## config.mk

```make
export PLATFORM = sky130hd
export DESIGN_NAME = jb_power_up_seq_flat
export DESIGN_NICKNAME = d
export VERILOG_FILES = /design/src/rtl/jb_power_up_seq_if.sv /design/src/rtl/jb_power_up_seq.sv /design/src/flat_wrapper.sv
export SDC_FILE = /design/constraint.sdc
export NUM_CORES = 1
export LEC_CHECK = 0
export BUFFER_PORTS_ARGS = -buffer_cell sky130_fd_sc_hd__buf_2
export CAP_MARGIN = 20
export CORE_AREA = 2 2 69 71
export DETAILED_ROUTE_END_ITERATION = 12
export DIE_AREA = 0 0 71 73
export SLEW_MARGIN = 10
export SYNTH_ARGS = -nofsm -noshare
export SYNTH_HDL_FRONTEND = slang
export SYNTH_SLANG_ARGS = --single-unit
```

## constraint.sdc

```tcl
create_clock -name axi_clk -period 3.45 [get_ports axi_clk]
set_input_delay 0.69 -clock axi_clk [delete_from_list [all_inputs] [get_ports axi_clk]]
set_output_delay 0.69 -clock axi_clk [all_outputs]
set_load 0.005 [all_outputs]
```

## src/rtl/jb_power_up_seq_if.sv

```systemverilog
// Control and status bundle between the AXI register block and the
// power-up sequencer.
interface jb_power_up_seq_if;
    logic       psu_shutdown;
    logic       restart_req;
    logic       stop_req;
    logic       auto_restart_en;
    logic       fault_clr;
    logic       psu_enable;
    logic       dac_enable;
    logic       pa_enable;
    logic       seq_done;
    logic [2:0] seq_state;
    logic [7:0] fault_cnt;

    modport master (
        output psu_shutdown, restart_req, stop_req, auto_restart_en, fault_clr,
        input  psu_enable, dac_enable, pa_enable, seq_done, seq_state, fault_cnt
    );

    modport slave (
        input  psu_shutdown, restart_req, stop_req, auto_restart_en, fault_clr,
        output psu_enable, dac_enable, pa_enable, seq_done, seq_state, fault_cnt
    );
endinterface

```

## src/rtl/jb_power_up_seq.sv

```systemverilog
// Power-up / recovery sequencer: qualifies a clear psu_shutdown, then brings up
// PSU, DAC and PA in order; any shutdown during ramp/run drops everything.
module jb_power_up_seq #(
    parameter int unsigned QUAL_CYC = 1000,
    parameter int unsigned PSU_DLY  = 10000,
    parameter int unsigned DAC_DLY  = 1000,
    parameter int unsigned CNT_W    = 24
) (
    input  logic              axi_clk,
    input  logic              axi_resetn,
    jb_power_up_seq_if.slave  bus
);

    localparam logic [2:0] ST_IDLE     = 3'd0;
    localparam logic [2:0] ST_QUALIFY  = 3'd1;
    localparam logic [2:0] ST_PSU_RAMP = 3'd2;
    localparam logic [2:0] ST_DAC_RAMP = 3'd3;
    localparam logic [2:0] ST_RUN      = 3'd4;

    localparam logic [CNT_W-1:0] QUAL_LAST = CNT_W'(QUAL_CYC - 1);
    localparam logic [CNT_W-1:0] PSU_LAST  = CNT_W'(PSU_DLY - 1);
    localparam logic [CNT_W-1:0] DAC_LAST  = CNT_W'(DAC_DLY - 1);

    logic [1:0]       sd_ff;
    logic             sd_sync;
    logic [2:0]       state;
    logic [2:0]       state_nxt;
    logic             abort;
    logic [CNT_W-1:0] cnt;
    logic [7:0]       fault_cnt;

    // Reset to 1 so the chain reads "shut down" until the real level arrives.
    always_ff @(posedge axi_clk or negedge axi_resetn) begin
        if (!axi_resetn) sd_ff <= 2'b11;
        else             sd_ff <= {sd_ff[0], bus.psu_shutdown};
    end
    assign sd_sync = sd_ff[1];

    always_comb begin
        state_nxt = state;
        abort     = 1'b0;
        if (bus.stop_req) begin
            state_nxt = ST_IDLE;
        end else if (sd_sync && (state == ST_PSU_RAMP || state == ST_DAC_RAMP ||
                                 state == ST_RUN)) begin
            state_nxt = ST_IDLE;
            abort     = 1'b1;
        end else begin
            case (state)
                ST_IDLE:     if (bus.restart_req || bus.auto_restart_en) state_nxt = ST_QUALIFY;
                ST_QUALIFY:  if (!sd_sync && cnt == QUAL_LAST) state_nxt = ST_PSU_RAMP;
                ST_PSU_RAMP: if (cnt == PSU_LAST) state_nxt = ST_DAC_RAMP;
                ST_DAC_RAMP: if (cnt == DAC_LAST) state_nxt = ST_RUN;
                ST_RUN:      state_nxt = ST_RUN;
                default:     state_nxt = ST_IDLE;
            endcase
        end
    end

    always_ff @(posedge axi_clk or negedge axi_resetn) begin
        if (!axi_resetn) state <= ST_IDLE;
        else             state <= state_nxt;
    end

    // One dwell counter shared by all timed states; any state change restarts it.
    always_ff @(posedge axi_clk or negedge axi_resetn) begin
        if (!axi_resetn)
            cnt <= '0;
        else if (state_nxt != state)
            cnt <= '0;
        else if (state == ST_QUALIFY && sd_sync)
            cnt <= '0;
        else if (state == ST_QUALIFY || state == ST_PSU_RAMP || state == ST_DAC_RAMP)
            cnt <= cnt + CNT_W'(1);
        else
            cnt <= '0;
    end

    // A clear coinciding with an abort keeps that abort in the count.
    always_ff @(posedge axi_clk or negedge axi_resetn) begin
        if (!axi_resetn)
            fault_cnt <= 8'd0;
        else if (bus.fault_clr)
            fault_cnt <= {7'd0, abort};
        else if (abort && fault_cnt != 8'hff)
            fault_cnt <= fault_cnt + 8'd1;
    end

    assign bus.psu_enable = (state == ST_PSU_RAMP) || (state == ST_DAC_RAMP) || (state == ST_RUN);
    assign bus.dac_enable = (state == ST_DAC_RAMP) || (state == ST_RUN);
    assign bus.pa_enable  = (state == ST_RUN);
    assign bus.seq_done   = (state == ST_RUN);
    assign bus.seq_state  = state;
    assign bus.fault_cnt  = fault_cnt;

endmodule

```

## src/flat_wrapper.sv

```systemverilog
// flat-port wrapper written by rule: the top's interface ports become plain ports
module jb_power_up_seq_flat 
#(
    parameter int unsigned QUAL_CYC = 1000,
    parameter int unsigned PSU_DLY  = 10000,
    parameter int unsigned DAC_DLY  = 1000,
    parameter int unsigned CNT_W    = 24
)
  (axi_clk, axi_resetn, bus_psu_shutdown, bus_restart_req, bus_stop_req, bus_auto_restart_en, bus_fault_clr, bus_psu_enable, bus_dac_enable, bus_pa_enable, bus_seq_done, bus_seq_state, bus_fault_cnt);
  jb_power_up_seq_if bus_i ();
  input  logic axi_clk;
  input  logic axi_resetn;
  input wire logic [$bits(bus_i.psu_shutdown)-1:0] bus_psu_shutdown;
  input wire logic [$bits(bus_i.restart_req)-1:0] bus_restart_req;
  input wire logic [$bits(bus_i.stop_req)-1:0] bus_stop_req;
  input wire logic [$bits(bus_i.auto_restart_en)-1:0] bus_auto_restart_en;
  input wire logic [$bits(bus_i.fault_clr)-1:0] bus_fault_clr;
  output wire logic [$bits(bus_i.psu_enable)-1:0] bus_psu_enable;
  output wire logic [$bits(bus_i.dac_enable)-1:0] bus_dac_enable;
  output wire logic [$bits(bus_i.pa_enable)-1:0] bus_pa_enable;
  output wire logic [$bits(bus_i.seq_done)-1:0] bus_seq_done;
  output wire logic [$bits(bus_i.seq_state)-1:0] bus_seq_state;
  output wire logic [$bits(bus_i.fault_cnt)-1:0] bus_fault_cnt;
  assign bus_i.psu_shutdown = bus_psu_shutdown;
  assign bus_i.restart_req = bus_restart_req;
  assign bus_i.stop_req = bus_stop_req;
  assign bus_i.auto_restart_en = bus_auto_restart_en;
  assign bus_i.fault_clr = bus_fault_clr;
  assign bus_psu_enable = bus_i.psu_enable;
  assign bus_dac_enable = bus_i.dac_enable;
  assign bus_pa_enable = bus_i.pa_enable;
  assign bus_seq_done = bus_i.seq_done;
  assign bus_seq_state = bus_i.seq_state;
  assign bus_fault_cnt = bus_i.fault_cnt;
  jb_power_up_seq #(.QUAL_CYC(QUAL_CYC), .PSU_DLY(PSU_DLY), .DAC_DLY(DAC_DLY), .CNT_W(CNT_W)) u_core (.axi_clk(axi_clk), .axi_resetn(axi_resetn), .bus(bus_i));
endmodule
```

==> results.yml, run 1 <==
global_route:
  met2_usage_pct: 25.13
  grt_busiest_layer: "met2"
  grt_max_degree: 38
  grt_util_met3_pct: 4.834
  track_usage_pct: 15.78
  antenna_found_initial: 0
  grt_pass1_vias: 1398
  globalRoute.totalOverflow: 0
  use_met1_pct: 20.16
  grt_pass1_wl_um: 6354
cells_and_area:
  final_common_cell: "nor2_1"
  num-fill-cells: 454
  fin_area_um2: 2156
  area_growth_pct: 11.81
  final_layout_size_suffix_gt1_share_pct: 14.35
  insertedDiodeCount: 0
  layout.nets: 238
  final_cell_mix: "nor2_1, dfrtp_1, xnor2_1"
setup_path:
  r2r_slack_ns: 1.32
  r2r_cells: 5
  arrival_ns: 1.50
  max_stage_delay_ns: 0.50
  crit_buf_inv: 1
  r2r-start: "u_core.bus.seq_state[1]"
  crit_fanout: 10
  crit_type: "register to output port"
  worstReg2RegEnd: "u_core.bus.fault_cnt[6]"
  cp_data_required_time_ns: 2.76
  cp_slowest_cell: "or3b_1"
  path_cells: "or3b_1, nand2_1, buf_2"
  critPathTopFamily: "simple AND/OR/NAND/NOR gates"
  start_kind: "register"
  cp_num_cells: 3
  startpoint: "u_core.bus.seq_state[1]"
  crit_path_end_kind: "output port"
  endpoint: "bus_dac_enable"
sta:
  finalMaxSlewViolations: 0
  finalSetupViolCount: 0
  relSlewSlack_pct: 45.36
  rsz0062_at_grt: "false"
  finalCriticalPeriod_ns: 2.190
  finalHoldViolCount: 0
  fin_crit_sh_pct: 63.47
  clock.fmax_ghz: 0.4567
  worst_slack_ns: 1.260
  tightest_slew_ns: 0.8196
  clock_skew_ns: 0.007573
  finalSetupTns_ns: 0
floorplanning:
  core-area_um2: 4536
  io_pins: 22
  initial_core_util_pct: 42.51
  die-area_um2: 5183
  num_rows: 25
  fp.dieH_um: 73
  die_x_um: 71
power:
  power_density_nw_per_um2: 361.1
  design_power_total_mw: 0.7784
  vdd_ir_drop_max_v: 0.0002220
  p_leak_nw: 0.8972
clocking:
  clkTransAtPathRegs_ns: 0.07
  cts_sinks: 37
  hold_buffers: 0
  cts_resized: 0
  h-tree-depth: 2
  cts_buffers: 5
  clkLatencyLatePin_ns: 0.29
  cts_root_buf: "clkbuf_8"
  cts_buffer_depth: 2
  post_cts_buffers: 0
  cts_tree: "yes"
routing:
  drc: 0
  wire_per_inst_um: 12.97
  wl_um: 3684
  ant_nets: 0
  num_vias: 1465
  firstDrtPassIters: 4
  drt_iter0_markers: 41
  via_per_inst: 5.158
synthesis:
  synthTopCellsByArea: "dfrtp_1, xnor2_1, nor2_1"
  synth.avg_cell_area_um2: 9.270
  synth_area_leader_cell: "dfrtp_1"
  yosysWarnings: 0
  synth_cells: 208
  ys_seq_area_share_pct: 48.15
  synth-seq-cells: 37
  synth_edf_count: 0
  syn_area_um2: 1928
  yosysUniqueCellTypes: 36
  async_flop_share_pct: 100.0
  syn_nets: 217
  ys.flop_type: "dfrtp_1"
  synth_top_cell_area_share_pct: 45.43
outcome:
  status: "complete, no violations"
place:
  place_ws_ns: 1.339
  hpwl_um: 2519
  routabilityCongestion: 0.7986
  place_area_um2: 2066
  numPortBuffers: 21
run:
  cap_violations: 0
min_path:
  min_path_type: "register to register"
cell usage after synthesis (2+ instances only):
| cell | number |
|---|---|
| nor2_1 | 38 |
| dfrtp_1 | 35 |
| xnor2_1 | 23 |
| nand2_1 | 14 |
| nand3_1 | 13 |
| nor3_1 | 10 |
| inv_1 | 9 |
| nor4_1 | 8 |
| and3_1 | 7 |
| xor2_1 | 6 |
| a21oi_1 | 5 |
| and4_1 | 5 |
| clkbuf_1 | 4 |
| nand4_1 | 4 |
| dfstp_2 | 2 |
| ha_1 | 2 |
| nand3b_1 | 2 |
| nor2b_1 | 2 |
| o21ai_0 | 2 |
state kept, by name (all words and copies together), names as in the netlist:
register and flops:
u_core.bus.fault_cnt 8, u_core.bus.seq_state 3, u_core.cnt 24, u_core.sd_ff 2
worst min-delay path by stage:
| stage | end | slack, ns | start | depth (start not counted) |
|---|---|---|---|---|
| floorplan | u_core.sd_ff[1] | 0.35 | u_core.sd_ff[0] | 0 |
| global placement | u_core.sd_ff[1] | 0.36 | u_core.sd_ff[0] | 0 |
| detailed placement | u_core.sd_ff[1] | 0.36 | u_core.sd_ff[0] | 0 |
| CTS | u_core.sd_ff[1] | 0.37 | u_core.sd_ff[0] | 0 |
| global route | u_core.sd_ff[1] | 0.37 | u_core.sd_ff[0] | 0 |
| finish | u_core.sd_ff[1] | 0.37 | u_core.sd_ff[0] | 0 |
report_power, final:
group          switching (mW)  internal (mW)
Clock                   0.148          0.163
Sequential            0.00349          0.437
Combinational          0.0189        0.00740
Total                   0.171          0.608
metal layers:
layer	up-vias	wire, µm
li1	752	-
met5	-	0
met4	0	29
met2	23	1706
met3	2	152
met1	688	1796
cell type report:
class | count | area (µm²) | share of cell area (%)
Tap cell | 54 | 67.56 | 3.134
Sequential cell | 37 | 928.4 | 43.06
Inverter | 9 | 33.78 | 1.567
Timing Repair Buffer | 22 | 112.6 | 5.223
Clock buffer | 8 | 90.09 | 4.179
Multi-Input combinational cell | 154 | 923.4 | 42.83
logic make-up after synthesis:
kind of cell / synth area share [%]
AOI/OAI and AO/OA: 3.504
xor gates and xnor gates: 13.17
DFF: 48.15
and+or+nand+nor: 29.92
adders and majority gates: 1.298
buffers and inverters: 3.958
per-stage QoR:
step	hold WS, ns	cells	utilization, %
after floorplan	0.3452	208	-
after global placement	0.3611	276	45.54
after detailed placement	0.3613	276	45.54
after CTS	0.3721	284	47.53
after global routing	0.3715	284	47.53
final	0.3709	284	47.53
No activity file was read; power rests on OpenSTA's default activity.
==> inputs of run 2 (changes only) <==
ABC_AREA = 1   (was not set)
CORE_AREA = 2 2 74 76   (was 2 2 69 71)
DIE_AREA = 0 0 76 78   (was 0 0 71 73)
clock period = 2.2 ns   (was 3.45 ns; I/O delays follow)
==> run 2 against run 1 <==
Net effect:
- combinational power rose to 4.1 times the previous value
- first-iteration DRC count rose to 3.5 times the previous value
- global-route usage up 2.3 points
==> results.yml, run 2 <==
global_route:
  globalRoute.totalOverflow: 0
  use_met1_pct: 24.81
  grt_util_met3_pct: 3.372
  grt_pass1_wl_um: 8749
  grt_max_degree: 38
  track_usage_pct: 18.07
  grt_busiest_layer: "met2"
  grt_pass1_vias: 1931
  antenna_found_initial: 0
  met2_usage_pct: 29.46
setup_path:
  r2r_cells: 11
  crit_type: "register to register"
  endpoint: "u_core.cnt[22]"
  cp_data_required_time_ns: 2.42
  arrival_ns: 2.21
  path_cells: "ha_1, nand2_1, nor2_2, nand4_1, nor2_1, nand2_1, nor2_4, nand3_1, xor2_1, nand2_1, nor2_2"
  worstReg2RegEnd: "u_core.cnt[22]"
  startpoint: "u_core.cnt[0]"
  max_stage_delay_ns: 0.37
  r2r-start: "u_core.cnt[0]"
  crit_path_end_kind: "register"
  start_kind: "register"
  cp_common_cell: "nand2_1"
  crit_fanout: 4
  cp_slowest_cell: "dfrtp_1"
  r2r_slack_ns: 0.21
floorplanning:
  io_pins: 22
  die-area_um2: 5928
  initial_core_util_pct: 44.89
  core-area_um2: 5042
  fp.dieH_um: 78
  num_rows: 26
  die_x_um: 76
cells_and_area:
  layout.nets: 352
  area_growth_pct: 14.10
  multi_input_area_um2: 1137
  final_layout_size_suffix_gt1_share_pct: 21.80
  max_flop_register: "u_core.cnt"
  post-route-util_pct: 51.22
  final_cell_mix: "nand2_1, nor2_1, inv_1"
  fin_area_um2: 2582
  final_common_cell: "nand2_1"
  insertedDiodeCount: 0
  num-fill-cells: 489
  largest_reg_flops: 24
  register_area_um2: 928.4
min_path:
  min_path_type: "input pin to async pin"
power:
  p_switching_mw: 0.3204
  vdd_ir_drop_max_v: 0.0003180
  p_leak_nw: 1.270
  power_density_nw_per_um2: 545.0
  pwr-share-seq_pct: 49.1
  comb_power_share_pct: 7.7
  power_frac_clock_pct: 43.2
  swShare_pct: 22.77
  p_int_mw: 1.087
synthesis:
  synth_edf_count: 0
  synth.avg_cell_area_um2: 7.140
  yosys.area_share.simple_pct: 39.97
  synth-seq-cells: 37
  yosysWarnings: 0
  syn_nets: 326
  synth_area_leader_cell: "dfrtp_1"
  synthMuxAreaShare_pct: 0
  synth_cells: 317
  synth_xor_area_share_pct: 1.161
  synth_compound_area_share_pct: 7.463
  ys.flop_type: "dfrtp_1"
  syn_area_um2: 2263
  ys_seq_area_share_pct: 41.02
  synthAdderAreaFrac_pct: 1.106
  synth.most_common_cell: "nand2_1"
  yosysUniqueCellTypes: 31
  synthTopCellsByArea: "dfrtp_1, nand2_1, nand3_1"
  netlist_top_cells_count: "nand2_1, nor2_1, inv_1"
  synth_top_cell_area_share_pct: 38.70
  async_flop_share_pct: 100.0
  synth_top_family_by_area: "simple AND/OR/NAND/NOR gates"
sta:
  clock_skew_ns: 0.004952
  fin_crit_sh_pct: 90.50
  clock.fmax_ghz: 0.5022
  relSlewSlack_pct: 67.53
  finalHoldViolCount: 0
  finalSetupViolCount: 0
  worst_slack_ns: 0.2089
  tightest_slew_ns: 0.4871
  finalCriticalPeriod_ns: 1.991
  finalMaxSlewViolations: 0
routing:
  wl_um: 4959
  firstDrtPassIters: 5
  wire_per_inst_um: 11.98
  via_per_inst: 4.867
  ant_nets: 0
  drc: 0
  num_vias: 2015
  drt_iter0_markers: 142
place:
  routabilityCongestion: 0.8387
  place_ws_ns: 0.1471
  place_area_um2: 2459
  hpwl_um: 3531
  numPortBuffers: 21
clocking:
  cts_root_buf: "clkbuf_8"
  h-tree-depth: 2
  cts_buffers: 5
  cts_buffer_depth: 2
  cts_tree: "yes"
  hold_buffers: 0
  cts_sinks: 37
  clkLatencyLatePin_ns: 0.29
  clkTransAtPathRegs_ns: 0.08
outcome:
  status: "complete, no violations"
run:
  cap_violations: 0
[run 2: cell count changes after synthesis, sizes merged, moves of 3 or more]
cell    previous run  this run
nand2             14        73
inv                9        46
nor2              38        69
nand3             13        36
xnor2             23         0
o21ai              2        13
and3               7         0
nor4               8         2
and4               5         0
nor3              10         7
o21bai             0         3
xor2               6         3
[run 2: cells by family after synthesis]
family / count (synthesis)
AO/OA/AOI/OAI: 28
XOR/XNOR: 3
adder cells (fa/ha/maj): 2
buffers and inverters: 51
flip-flops: 37
AND/OR/NAND/NOR: 196
[run 2: worst min-delay path by stage]
| stage | from | end | slack (ns) | cells past startpoint |
|---|---|---|---|---|
| 2_1_floorplan | axi_resetn | u_core.bus.fault_cnt[0] | 0.14 | 0 |
| 3_3_place_gp | u_core.sd_ff[0] | u_core.sd_ff[1] | 0.35 | 0 |
| 3_5_place_dp | u_core.sd_ff[0] | u_core.sd_ff[1] | 0.35 | 0 |
| 4_1_cts | axi_resetn | u_core.bus.seq_state[2] | 0.21 | 2 |
| 5_1_grt | bus_psu_shutdown | u_core.sd_ff[0] | 0.23 | 1 |
| 6_report | axi_resetn | u_core.cnt[9] | 0.19 | 2 |
[run 2: timing repair]
| item | 4_1_cts | 5_1_grt |
|---|---|---|
| setup buffers | 0 | 0 |
| setup endpoints to repair | 0 | 1 |
| resized for setup | 0 | 2 |
[run 2: routing by layer]
| layer | up-vias | part of all wire [%] |
|---|---|---|
| met5 | - | 0 |
| met4 | 0 | 1.1 |
| met3 | 6 | 3.9 |
| met2 | 43 | 46 |
| met1 | 914 | 49 |
| li1 | 1052 | - |
[run 2: power by group through the flow]
stage          combinational, mW  clock, mW  sequential, mW
2_1_floorplan             0.0679          0           0.703
4_1_cts                    0.110      0.630           0.691
3_3_place_gp               0.110          0           0.704
5_1_grt                    0.120      0.666           0.691
6_report                   0.108      0.608           0.691
3_5_place_dp               0.109          0           0.704
[run 2: cell type report]
type                       count  area share [%]
timing repair buffer          24           5.426
tap                           70           3.391
clock buffer                   7           3.343
multi-input combinational    229           44.04
inverter                      46           6.686
sequential                    37           35.95
clock inverter                 1           1.163
[run 2: critical path: cells and delay by family (launching register included)]
kind                     cells  cell delay (ns)
adder cells (fa/ha/maj)      1             0.17
XOR/XNOR                     1             0.16
flip-flops                   1             0.37
AND/OR/NAND/NOR              9             1.23
[run 2: stage by stage]
step                      power [mW]    TNS, ns  hold slack (ns)  std cells
after CTS                      1.431          0           0.2080        414
after detailed placement      0.8139          0           0.3468        406
final                          1.407          0           0.1893        414
after floorplan               0.7712          0           0.1444        317
after global routing           1.477  -0.005834           0.2345        414
after global placement        0.8145          0           0.3468        406
==> inputs of run 3 (changes only) <==
clock period = 2.3 ns   (was 2.2 ns; I/O delays follow)
==> run 3 against run 2 <==
Net effect:
- global-route usage down 0.38 points
- register-to-register slack better by 0.15 ns
- clock-buffer cell count unchanged
- highest routed layer unchanged
==> results.yml, run 3 (same netlist as run 2, synthesis figures left out) <==
floorplanning:
  core-area_um2: 5042
  fp.dieH_um: 78
  die-area_um2: 5928
  io_pins: 22
  num_rows: 26
  initial_core_util_pct: 44.89
  die_x_um: 76
cells_and_area:
  layout.cells.non_filler: 415
  final_common_cell: "nand2_1"
  insertedDiodeCount: 0
  num-fill-cells: 474
  largest_reg_flops: 24
  max_flop_register: "u_core.cnt"
  final_layout_size_suffix_gt1_share_pct: 22.03
  final_cell_mix: "nand2_1, nor2_1, inv_1"
  fin_area_um2: 2567
  area_growth_pct: 13.43
  layout.nets: 353
min_path:
  min_path_type: "input pin to async pin"
global_route:
  track_usage_pct: 17.69
  antenna_found_initial: 0
  grt_pass1_wl_um: 8438
  globalRoute.totalOverflow: 0
  grt_pass1_vias: 1833
  grt_max_degree: 25
setup_path:
  r2r-start: "u_core.cnt[0]"
  arrival_ns: 2.11
  cp_data_required_time_ns: 2.47
  crit_fanout: 24
  r2r_slack_ns: 0.36
  start_kind: "register"
  startpoint: "u_core.cnt[0]"
  crit_type: "register to register"
  r2r_cells: 13
  worstReg2RegEnd: "u_core.cnt[11]"
  endpoint: "u_core.cnt[11]"
  crit_path_end_kind: "register"
sta:
  finalMaxSlewViolations: 0
  finalCriticalPeriod_ns: 1.940
  hold_slack_ns: 0.1261
  finalHoldViolCount: 0
  rsz0062_at_grt: "false"
  finalSetupTns_ns: 0
  relSlewSlack_pct: 67.22
  fin_crit_sh_pct: 84.34
  clock_skew_ns: 0.008106
  finalSetupViolCount: 0
  tightest_slew_ns: 0.4916
  clock.fmax_ghz: 0.5155
routing:
  num_vias: 2029
  via_per_inst: 4.889
  drc: 0
  firstDrtPassIters: 4
  wl_um: 4876
  drt_iter0_markers: 120
  met2_length_um: 2064
  highest_layer: "met4"
  wire_per_inst_um: 11.75
  ant_nets: 0
  wl_met1_um: 2502
  wl_met3_um: 224
place:
  routabilityCongestion: 0.8769
  numPortBuffers: 21
  place_area_um2: 2466
  hpwl_um: 3604
  place_inst: 407
clocking:
  h-tree-depth: 2
  post_cts_buffers: 0
  clkTransAtPathRegs_ns: 0.08
  clkLatencyLatePin_ns: 0.29
  cts_root_buf: "clkbuf_8"
  cts_sinks: 37
  cts_buffers: 5
  cts_tree: "yes"
  hold_buffers: 0
  cts_resized: 0
  cts_buffer_depth: 2
run:
  cap_violations: 0
power:
  design_power_total_mw: 1.267
  p_leak_nw: 1.271
  vdd_ir_drop_max_v: 0.0002533
  power_density_nw_per_um2: 493.6
outcome:
  status: "complete, no violations"
==> run 3: changes by cell type in the layout (fill, tap and decap cells not counted) <==
cell and change:
buf_4 +1, bufinv_16 -1, clkbuf_1 -1, clkbuf_8 +1, clkinv_2 +1, nor2_1 +1, nor2_4 -1
==> run 3: per-layer routing <==
layer | global-route usage (%) | up-vias
met2 | 26.96 | 55
met4 | 6.545 | 0
met1 | 24.93 | 902
met5 | 0 | -
met3 | 3.605 | 9
li1 | - | 1063
==> run 3: power breakdown <==
part / internal [mW] / switching (mW)
registers: 0.656 / 0.00518
clock network: 0.271 / 0.230
logic: 0.0309 / 0.0736
==> run 3: cell type report <==
cell class | instances | area [µm²] | share of cell area (%)
Clock inverter | 1 | 5.005 | 0.1949
Clock buffer | 7 | 96.34 | 3.752
Tap cell | 70 | 87.58 | 3.411
Inverter | 46 | 172.7 | 6.725
Multi-Input combinational cell | 229 | 1130 | 44.01
Sequential cell | 37 | 928.4 | 36.16
Timing Repair Buffer | 25 | 147.6 | 5.751
==> run 3: per-stage QoR <==
step	util (%)	setup slack, ns
3_3_place_gp	48.91	0.3896
3_5_place_dp	48.91	0.3754
5_1_grt	50.92	0.06043
4_1_cts	50.92	0.3465
6_report	50.92	0.3602
2_1_floorplan	-	0.5552
==> run 3: worst min path at each step <==
stage / to / slack (ns) / cells after the start
CTS: u_core.cnt[20] / 0.14 / 1
global route: u_core.cnt[3] / 0.16 / 1
global placement: u_core.sd_ff[1] / 0.35 / 0
finish: u_core.cnt[15] / 0.13 / 1
detailed placement: u_core.sd_ff[1] / 0.35 / 0
floorplan: u_core.bus.fault_cnt[0] / 0.16 / 0
==> run 3: worst max-delay path, cell delays in order (launching register included) <==
cell and delay, ns:
dfrtp_1 0.37, ha_1 0.17, nand2_1 0.10, inv_1 0.09, nand2_1 0.05, nor2_1 0.11
nand3_2 0.12, o21bai_1 0.14, nand2_1 0.10, a21oi_1 0.17, nor2_2 0.06, nand2_2 0.07
buf_12 0.20, nor2_2 0.06
